## src/rtl/dsp48a1_pkg.sv

```systemverilog
// Shared widths, OPMODE field positions and X/Z mux encodings for the DSP slice.
package dsp48a1_pkg;

  localparam int OPND_W = 18;
  localparam int MULT_W = 36;
  localparam int ACC_W  = 48;

  // OPMODE bit positions
  localparam int OP_X_LO   = 0;
  localparam int OP_X_HI   = 1;
  localparam int OP_Z_LO   = 2;
  localparam int OP_Z_HI   = 3;
  localparam int OP_PRE_EN = 4;
  localparam int OP_CYI    = 5;
  localparam int OP_PRE_SUB = 6;
  localparam int OP_POST_SUB = 7;

  typedef enum logic [1:0] {
    X_ZERO = 2'd0,
    X_M    = 2'd1,
    X_P    = 2'd2,
    X_DAB  = 2'd3
  } xsel_e;

  typedef enum logic [1:0] {
    Z_ZERO = 2'd0,
    Z_PCIN = 2'd1,
    Z_P    = 2'd2,
    Z_C    = 2'd3
  } zsel_e;

endpackage

```

## src/rtl/dsp_pipe_reg.sv

```systemverilog
// Optional pipeline stage: clock-enabled register with async active-low clear, or a plain wire.
module dsp_pipe_reg #(
  parameter int WIDTH  = 18,
  parameter int EN_REG = 1
) (
  input  logic             clk,
  input  logic             rst_n,
  input  logic             ce,
  input  logic [WIDTH-1:0] d,
  output logic [WIDTH-1:0] q
);

  generate
    if (EN_REG != 0) begin : g_reg
      // Clear has priority over the clock enable
      always_ff @(posedge clk or negedge rst_n) begin
        if (!rst_n)  q <= '0;
        else if (ce) q <= d;
      end
    end else begin : g_wire
      // Control pins are intentionally ignored when the stage is bypassed
      logic unused_ctl;
      assign unused_ctl = &{1'b0, clk, rst_n, ce};
      assign q = d;
    end
  endgenerate

endmodule

```

## src/rtl/dsp48a1_slice.sv

```systemverilog
// DSP slice: pre-adder, 18x18 unsigned multiplier, 48-bit post-adder/accumulator, cascade ports.
module dsp48a1_slice
  import dsp48a1_pkg::*;
#(
  parameter int A0REG       = 0,
  parameter int A1REG       = 1,
  parameter int B0REG       = 0,
  parameter int B1REG       = 1,
  parameter int CREG        = 1,
  parameter int DREG        = 1,
  parameter int MREG        = 1,
  parameter int PREG        = 1,
  parameter int CARRYINREG  = 1,
  parameter int CARRYOUTREG = 1,
  parameter int OPMODEREG   = 1,
  parameter     CARRYINSEL  = "OPMODE5",
  parameter     B_INPUT     = "DIRECT"
) (
  input  logic              clk,
  input  logic              rsta,
  input  logic              rstb,
  input  logic              rstc,
  input  logic              rstd,
  input  logic              rstm,
  input  logic              rstp,
  input  logic              rstopmode,
  input  logic              rstcarrin,
  input  logic              cea,
  input  logic              ceb,
  input  logic              cec,
  input  logic              ced,
  input  logic              cem,
  input  logic              cep,
  input  logic              ceopmode,
  input  logic              cecarryin,
  input  logic [OPND_W-1:0] A,
  input  logic [OPND_W-1:0] B,
  input  logic [OPND_W-1:0] D,
  input  logic [OPND_W-1:0] BCIN,
  input  logic [ACC_W-1:0]  C,
  input  logic [ACC_W-1:0]  PCIN,
  input  logic              CARRYIN,
  input  logic [7:0]        opmode,
  output logic [OPND_W-1:0] BCOUT,
  output logic [ACC_W-1:0]  PCOUT,
  output logic [ACC_W-1:0]  P,
  output logic [MULT_W-1:0] M,
  output logic              CARRYOUT,
  output logic              CARRYOUTF
);

  localparam bit B_CASC  = (B_INPUT == "CASCADE");
  localparam bit B_DIR   = (B_INPUT == "DIRECT");
  localparam bit CY_OP5  = (CARRYINSEL == "OPMODE5");
  localparam bit CY_PORT = (CARRYINSEL == "CARRYIN");

  logic [OPND_W-1:0] b_src, a0, b0, d_r, pre, b1_d, a1, b1;
  logic [ACC_W-1:0]  c_r, x, z, p_r;
  logic [MULT_W-1:0] mult, m_r;
  logic [7:0]        op;
  logic              cyi_src, cyi, cyo;
  logic [ACC_W:0]    post;

  // Unknown source selections fall back to zero
  assign b_src   = B_CASC ? BCIN : (B_DIR ? B : '0);
  assign cyi_src = CY_OP5 ? opmode[OP_CYI] : (CY_PORT ? CARRYIN : 1'b0);

  dsp_pipe_reg #(.WIDTH(OPND_W), .EN_REG(A0REG)) u_a0 (.clk(clk), .rst_n(rsta), .ce(cea), .d(A), .q(a0));
  dsp_pipe_reg #(.WIDTH(OPND_W), .EN_REG(B0REG)) u_b0 (.clk(clk), .rst_n(rstb), .ce(ceb), .d(b_src), .q(b0));
  dsp_pipe_reg #(.WIDTH(OPND_W), .EN_REG(DREG))  u_d  (.clk(clk), .rst_n(rstd), .ce(ced), .d(D), .q(d_r));
  dsp_pipe_reg #(.WIDTH(ACC_W),  .EN_REG(CREG))  u_c  (.clk(clk), .rst_n(rstc), .ce(cec), .d(C), .q(c_r));
  dsp_pipe_reg #(.WIDTH(8), .EN_REG(OPMODEREG))
    u_op (.clk(clk), .rst_n(rstopmode), .ce(ceopmode), .d(opmode), .q(op));

  // Pre-adder wraps at 18 bits; op[4] chooses it over the raw B path
  assign pre  = op[OP_PRE_SUB] ? (d_r - b0) : (d_r + b0);
  assign b1_d = op[OP_PRE_EN] ? pre : b0;

  dsp_pipe_reg #(.WIDTH(OPND_W), .EN_REG(A1REG)) u_a1 (.clk(clk), .rst_n(rsta), .ce(cea), .d(a0), .q(a1));
  dsp_pipe_reg #(.WIDTH(OPND_W), .EN_REG(B1REG)) u_b1 (.clk(clk), .rst_n(rstb), .ce(ceb), .d(b1_d), .q(b1));

  assign mult = {{(MULT_W-OPND_W){1'b0}}, a1} * {{(MULT_W-OPND_W){1'b0}}, b1};

  dsp_pipe_reg #(.WIDTH(MULT_W), .EN_REG(MREG)) u_m (.clk(clk), .rst_n(rstm), .ce(cem), .d(mult), .q(m_r));

  // X/Z operand routing; P feedback gives accumulation
  always_comb begin
    x = '0;
    z = '0;
    case (xsel_e'(op[OP_X_HI:OP_X_LO]))
      X_ZERO:  x = '0;
      X_M:     x = {{(ACC_W-MULT_W){1'b0}}, m_r};
      X_P:     x = p_r;
      X_DAB:   x = {d_r[11:0], a1, b1};
      default: x = '0;
    endcase
    case (zsel_e'(op[OP_Z_HI:OP_Z_LO]))
      Z_ZERO:  z = '0;
      Z_PCIN:  z = PCIN;
      Z_P:     z = p_r;
      Z_C:     z = c_r;
      default: z = '0;
    endcase
  end

  dsp_pipe_reg #(.WIDTH(1), .EN_REG(CARRYINREG))
    u_cyi (.clk(clk), .rst_n(rstcarrin), .ce(cecarryin), .d(cyi_src), .q(cyi));

  // 49-bit post-adder; bit 48 is carry on add, borrow on subtract
  assign post = op[OP_POST_SUB] ? ({1'b0, z} - ({1'b0, x} + {{ACC_W{1'b0}}, cyi}))
                                : ({1'b0, z} + {1'b0, x} + {{ACC_W{1'b0}}, cyi});

  dsp_pipe_reg #(.WIDTH(ACC_W), .EN_REG(PREG))
    u_p (.clk(clk), .rst_n(rstp), .ce(cep), .d(post[ACC_W-1:0]), .q(p_r));
  dsp_pipe_reg #(.WIDTH(1), .EN_REG(CARRYOUTREG))
    u_cyo (.clk(clk), .rst_n(rstcarrin), .ce(cecarryin), .d(post[ACC_W]), .q(cyo));

  assign BCOUT     = b1;
  assign M         = m_r;
  assign P         = p_r;
  assign PCOUT     = p_r;
  assign CARRYOUT  = cyo;
  assign CARRYOUTF = cyo;

endmodule

```

## config.mk

```make
export PLATFORM = sky130hd
export DESIGN_NAME = dsp48a1_slice
export DESIGN_NICKNAME = d
export VERILOG_FILES = /design/src/rtl/dsp48a1_pkg.sv /design/src/rtl/dsp_pipe_reg.sv /design/src/rtl/dsp48a1_slice.sv
export SDC_FILE = /design/constraint.sdc
export NUM_CORES = 2
export LEC_CHECK = 0
export CELL_PAD_IN_SITES_DETAIL_PLACEMENT = 1
export CELL_PAD_IN_SITES_GLOBAL_PLACEMENT = 1
export CORE_MARGIN = 4
export CORE_UTILIZATION = 49
export DETAILED_ROUTE_END_ITERATION = 10
export PLACE_DENSITY_LB_ADDON = 0.15
export SYNTH_ARGS = -nofsm -noshare
export SYNTH_HDL_FRONTEND = slang
export SYNTH_HIERARCHICAL = 1
export SYNTH_SLANG_ARGS = --single-unit
export TNS_END_PERCENT = 5
```

## constraint.sdc

```tcl
create_clock -name clk -period 17.5 [get_ports clk]
set_clock_uncertainty 0.2 [all_clocks]
set_input_delay 2.625 -clock clk [delete_from_list [all_inputs] [get_ports clk]]
set_output_delay 2.625 -clock clk [all_outputs]
set_load 0.01 [all_outputs]
```

## Yosys cells after proc, flatten, opt, wreduce, memory -nomap -nowiden

Index checks and enable logic that the tools add are counted.

- $mul: 1
- Add/sub/neg operators: 6
- Muxes and demuxes: 5
- Reduce and logical (&&, ||, !) cells: 2
- Equal/unequal tests: 6

Operators with widths:

| operator | count |
|---|---|
| 48-bit case mux with 4 select lines | 2 |
| 48-bit by 1-bit adder with 49-bit output | 1 |
| 48-bit by 48-bit adder with 49-bit output | 1 |
| 49-bit by 1-bit adder with 49-bit output | 1 |
| 49-bit 2-to-1 mux | 1 |
| 48-bit by 49-bit subtractor with 49-bit output | 1 |
| 18-bit by 18-bit multiplier with 36-bit output | 1 |
| 18-bit 2-to-1 mux | 2 |
| 18-bit adder | 1 |
| 18-bit subtractor | 1 |
| 2-bit == test (second input constant) | 4 |
| 2-bit by 1-bit == test with 1-bit output (second input constant) | 2 |
| 2-bit logical NOT | 2 |

- Word-level logic and storage cells: 29
- Output and inout bits: 152
- Register bits: 196
- Bits of input ports: 194

## Logic depth before layout (Yosys ltp)

- Depth in word-level cells: 5
- Mapped depth: 26
- Mapped depth without buffers: 25

## Modules after synthesis

The synthesis kept the hierarchy.

By module, submodules not included:

| module | instances | area an instance (µm²) | sequential area each (µm²) | cells each |
|---|---|---|---|---|
| dsp48a1_slice | 1 | 20866.3 | 0.0 | 2654 |
| dsp_pipe_reg (u_c ...) | 2 | 1860.5 | 1201.2 | 101 |
| dsp_pipe_reg (u_a1 ...) | 3 | 721.9 | 450.4 | 38 |
| dsp_pipe_reg (u_m) | 1 | 1490.2 | 900.9 | 76 |
| dsp_pipe_reg (u_op) | 1 | 331.6 | 200.2 | 17 |
| dsp_pipe_reg (u_a0 ...) | 2 | 135.1 | 0.0 | 18 |
| dsp_pipe_reg (u_cyi ...) | 2 | 40.0 | 25.0 | 2 |

## Worst setup path before layout

OpenSTA, ideal clock, no wires.

- Kind: input-to-reg
- From: input port PCIN[0]
- To: register u_p.q[46]
- Stages on the path: 16
- Data arrival time: 6.271 ns
- Data required time: 17.175 ns
- Path slack: 10.904 ns
- Path through: mux2_2 a22oi_1 fa_1 inv_1 fa_1 a211oi_1 o211ai_1 a31o_1 o311a_1 o41ai_4 o31a_4 a211oi_2 or3_1 a21oi_1 o211ai_1 mux2_4

- Longest elaborated chain between the ends: 4

RTL lines:

| element | RTL line | source |
|---|---|---|
| start, declared | dsp48a1_slice.sv:41 | `input logic [ACC_W-1:0] PCIN,` |
| 48-bit case mux with 4 select lines * | dsp48a1_slice.sv:97 | `case (zsel_e'(op[OP_Z_HI:OP_Z_LO]))` |
| 48-bit by 48-bit adder with 49-bit output | dsp48a1_slice.sv:111 | `: ({1'b0, z} + {1'b0, x} + {{ACC_W{1'b0}}, cyi});` |
| 49-bit by 1-bit adder with 49-bit output | dsp48a1_slice.sv:111 |  |
| 49-bit 2-to-1 mux * | dsp48a1_slice.sv:110 | `assign post = op[OP_POST_SUB] ? ({1'b0, z} - ({1'b0, x} + {{ACC_W{1'b0}}, cyi}))` |
| named net post[46] | dsp48a1_slice.sv:62 | `logic [ACC_W:0] post;` |
| end signal, assigned | dsp_pipe_reg.sv:17 | `if (!rst_n) q <= '0;` |
| end signal, assigned | dsp_pipe_reg.sv:18 | `else if (ce) q <= d;` |
| end, declared | dsp_pipe_reg.sv:10 | `output logic [WIDTH-1:0] q` |

The timed path passes the listed nets; every way through them passes the cells marked *.
A chain may end at the register's enable or synchronous reset.

## Worst setup path after layout

- From: register u_b1.q[3]
- To: register u_m.q[34]

- Longest elaborated chain between the ends: 1

RTL lines:

| element | RTL line | source |
|---|---|---|
| start, declared | dsp_pipe_reg.sv:10 |  |
| start signal, assigned | dsp_pipe_reg.sv:17 |  |
| start signal, assigned | dsp_pipe_reg.sv:18 |  |
| 18-bit by 18-bit multiplier with 36-bit output | dsp48a1_slice.sv:82 | `assign mult = {{(MULT_W-OPND_W){1'b0}}, a1} * {{(MULT_W-OPND_W){1'b0}}, b1};` |
| named net mult[34] | dsp48a1_slice.sv:59 | `logic [MULT_W-1:0] mult, m_r;` |
| end signal, assigned | dsp_pipe_reg.sv:17 |  |
| end signal, assigned | dsp_pipe_reg.sv:18 |  |
| end, declared | dsp_pipe_reg.sv:10 |  |

The timed path passes the listed nets, and every way through them passes these cells.

==> results.md <==
| Step | Quantity | Reported |
|---|---|---|
| drt | Vias | 23308 |
| setup path | Element type at the critical path start | flop |
| drt | First-pass detailed-route iteration total | 5 |
| cts | Clk slew on worst S/H paths | 80 ps |
| setup path | Worst Path Required | 17700 ps |
| status | Run status | completed |
| setup path | Critical path's largest stage delay | 1040 ps |
| global route | Congestion Overflow GR | 0 |
| place | Post-Place Cells | 3988 |
| timing | Least-Margin Pin Slew | 1207 ps |
| synthesis | Nets in the synthesized netlist | 3823 |
| layout | Signed area change from the synthesized netlist to the final layout | 12.63% |
| synthesis | Post-synthesis instance area | 28890 um^2 |
| layout | Final layout net count | 3964 |
| setup path | End of the worst register-to-register path | u_m/q[34] |
| cts | Clock tree from TritonCTS | built |
| drt | Met3 wire length | 5496 um |
| timing | Ratio of final minimum period to clock period | 44.35% |
| setup path | Count of buffer and inverter cells on the critical path | 3 |
| cts | Number of CTS-inserted buffers | 17 |
| synthesis | Synth warn | 6 |
| drt | Routed met1 length | 41040 um |
| drt | Max Used Layer | met5 |
| cts | Htree depth | 4 |
| global route | Largest net degree at the start of global routing | 72 |
| timing | Final Slew Violations | 0 |
| drt | DRC Markers | 0 |
| cts | Number of clock sinks | 195 |
| setup path | Startpoint of the most critical setup path | u_b1/q[3] |
| timing | Final TNS setup | 0 ps |
| place | Dpl hpwl | 75670 um |
| place | Count of input and output buffers | 326 |
| floorplanning | Width of the die | 250.8 um |
| drt | Routed WL per cell | 23.83 um |
| floorplanning | Total I/O pin count | 346 |
| synthesis | Mean cell area of the mapped netlist | 9.315 um^2 |
| setup path | Crit-path cells | nand2_1 -> fa_1 -> fa_1 -> inv_1 -> fa_1 -> fa_1 -> fa_1 -> inv_1 -> fa_1 -> inv_1 -> ha_1 -> and3_1 -> a311oi_1 -> nand2_1 -> a211oi_1 -> o31a_1 -> nand4b_1 -> nand4_1 -> mux2_4 |
| setup path | Largest driver fanout on the critical path | 21 |
| setup path | Reg2reg start | u_b1/q[3] |
| global route | Number of global-route vias before repair | 26395 |
| floorplanning | Row count | 88 |
| setup path | Worst Reg-to-Reg Cells | 19 |
| cts | Hold buffer count at CTS | 0 |
| drt | Sum of routed wire length over all layers | 95810 um |
| timing | Count of endpoints failing setup in the final report | 0 |
| setup path | Setup Crit Path Kind | flop to flop |
| global route | Antenna violations before repair | 3 |
| min path | Hold Path Class | flop to flop |
| drt | Met2 wire len | 46010 um |
| place | Final weighted congestion in routability-driven placement | 0.9074 |
| setup path | Critical Path End Type | flop |
| setup path | Largest delay share family, worst path | adder cells |
| setup path | Data arrival time of the critical path | 7960 ps |
| drt | Antenna-violating nets left | 0 |
| floorplanning | Core Area | 58030 um^2 |
| cts | Clock insertion delay at the later pin of the skew report | 520 ps |
| drt | Detailed router's first-iteration violation count | 1332 |
| timing | Final hold violation count | 0 |
| cts | Cell at the root of the clock tree | sky130_fd_sc_hd__clkbuf_16 |
| run | Max-capacitance violation count | 0 |
| min path | Endpoint of the worst hold path | u_c/q[21] |
| timing | Setup repair after global routing missed its margin | false |
| timing | Max-slew headroom at the worst pin | 19.28% |
| timing | Time the final worst path needs with I/O delays and setup | 7761 ps |
| cts | Buffers inserted by post-CTS timing repair | 0 |
| global route | Global-route wire length before repair | 151100 um |
| timing | Peak clock frequency supported by timing | 128.9 MHz |
| min path | Startpoint of the worst hold path | u_c/q[21] |
| setup path | Reg2Reg Setup Slack | 9740 ps |
| synthesis | Gate Count Post-Synth | 3101 |
| layout | Layout cells sized above 1 | 11.98% |
| cts | Number of instances resized during post-cts repair | 0 |
| cts | Clock Path Buffers | 2 |
| drt | Vias per inst | 5.797 |
| layout | Fill count | 6574 |
| layout | Final cell count without fillers | 4021 |
| setup path | Crit path max-delay cell type | sky130_fd_sc_hd__dfrtp_1 |
| min path | Worst Hold Path Cells | 1 |
| floorplanning | Y dimension of the die | 250.8 um |
| global route | Global-route usage over all layers | 30.46% |
| floorplanning | Starting Density | 49.78% |
| layout | Post-layout util | 56.07% |
| setup path | Most used cell along the critical path | sky130_fd_sc_hd__fa_1 |
| floorplanning | Die footprint | 62900 um^2 |
state kept, by name, summed over array words and instances, names as in the netlist:
name / count
u_op/q: 7
u_p/q: 48
u_b1/q: 18
u_cyo/q: 1
u_cyi/q: 1
u_c/q: 48
u_d/q: 18
u_m/q: 36
u_a1/q: 18
placed cells by master, fill, tap and decap left out, types with 29 or more instances in the layout:
master,n
sky130_fd_sc_hd__mux2_2,178
sky130_fd_sc_hd__buf_4,30
sky130_fd_sc_hd__xor2_1,49
sky130_fd_sc_hd__xnor2_1,79
sky130_fd_sc_hd__nor2b_1,29
sky130_fd_sc_hd__nand2_1,283
sky130_fd_sc_hd__fa_1,261
sky130_fd_sc_hd__clkdlybuf4s50_1,320
sky130_fd_sc_hd__and2_1,141
sky130_fd_sc_hd__ha_1,267
sky130_fd_sc_hd__a21oi_1,141
sky130_fd_sc_hd__a21o_1,94
sky130_fd_sc_hd__nor2_1,103
sky130_fd_sc_hd__o21ai_0,71
sky130_fd_sc_hd__dfrtp_1,190
sky130_fd_sc_hd__a22o_1,79
sky130_fd_sc_hd__mux2_4,109
sky130_fd_sc_hd__inv_1,432
per-layer routing:
layer  vias to the layer above  track usage (%)
li1                      10511                -
met1                     11976            39.21
met2                       681            52.06
met3                       138            5.287
met4                         2            10.49
met5                         -                0
layout make-up:
class / count / area [um^2] / area share [%]
Clock inverter: 13 / 143.9 / 0.4423
Antenna cell: 1 / 2.502 / 0.007692
Clock buffer: 19 / 452.9 / 1.392
Timing Repair Buffer: 356 / 3458 / 10.63
Inverter: 433 / 1625 / 4.996
Tap cell: 765 / 957.2 / 2.942
Sequential cell: 195 / 4886 / 15.02
Multi-Input combinational cell: 2239 / 21010 / 64.57
worst max path at each step:
stage	endpoint	cells after the start	slack, ps
2_1_floorplan	u_p/q[46]	16	10900
3_3_place_gp	u_cyo/q	17	9490
3_5_place_dp	u_cyo/q	17	9450
4_1_cts	u_m/q[34]	21	9860
5_1_grt	u_m/q[34]	20	9470
6_report	u_m/q[34]	19	9740
stage by stage:
| step | area, um^2 | hold slack, ps | setup slack [ps] |
|---|---|---|---|
| finish | 32530 | 310.7 | 9739 |
| global route | 32530 | 322.2 | 9466 |
| CTS | 32530 | 313.3 | 9861 |
| detailed placement | 31930 | 293.1 | 9446 |
| global placement | 31930 | 283.3 | 9491 |
| floorplan | 28890 | 274.9 | 10900 |
Power is not shown: default switching activity piles up to over one toggle a cycle in this logic, so the estimate is an artifact.
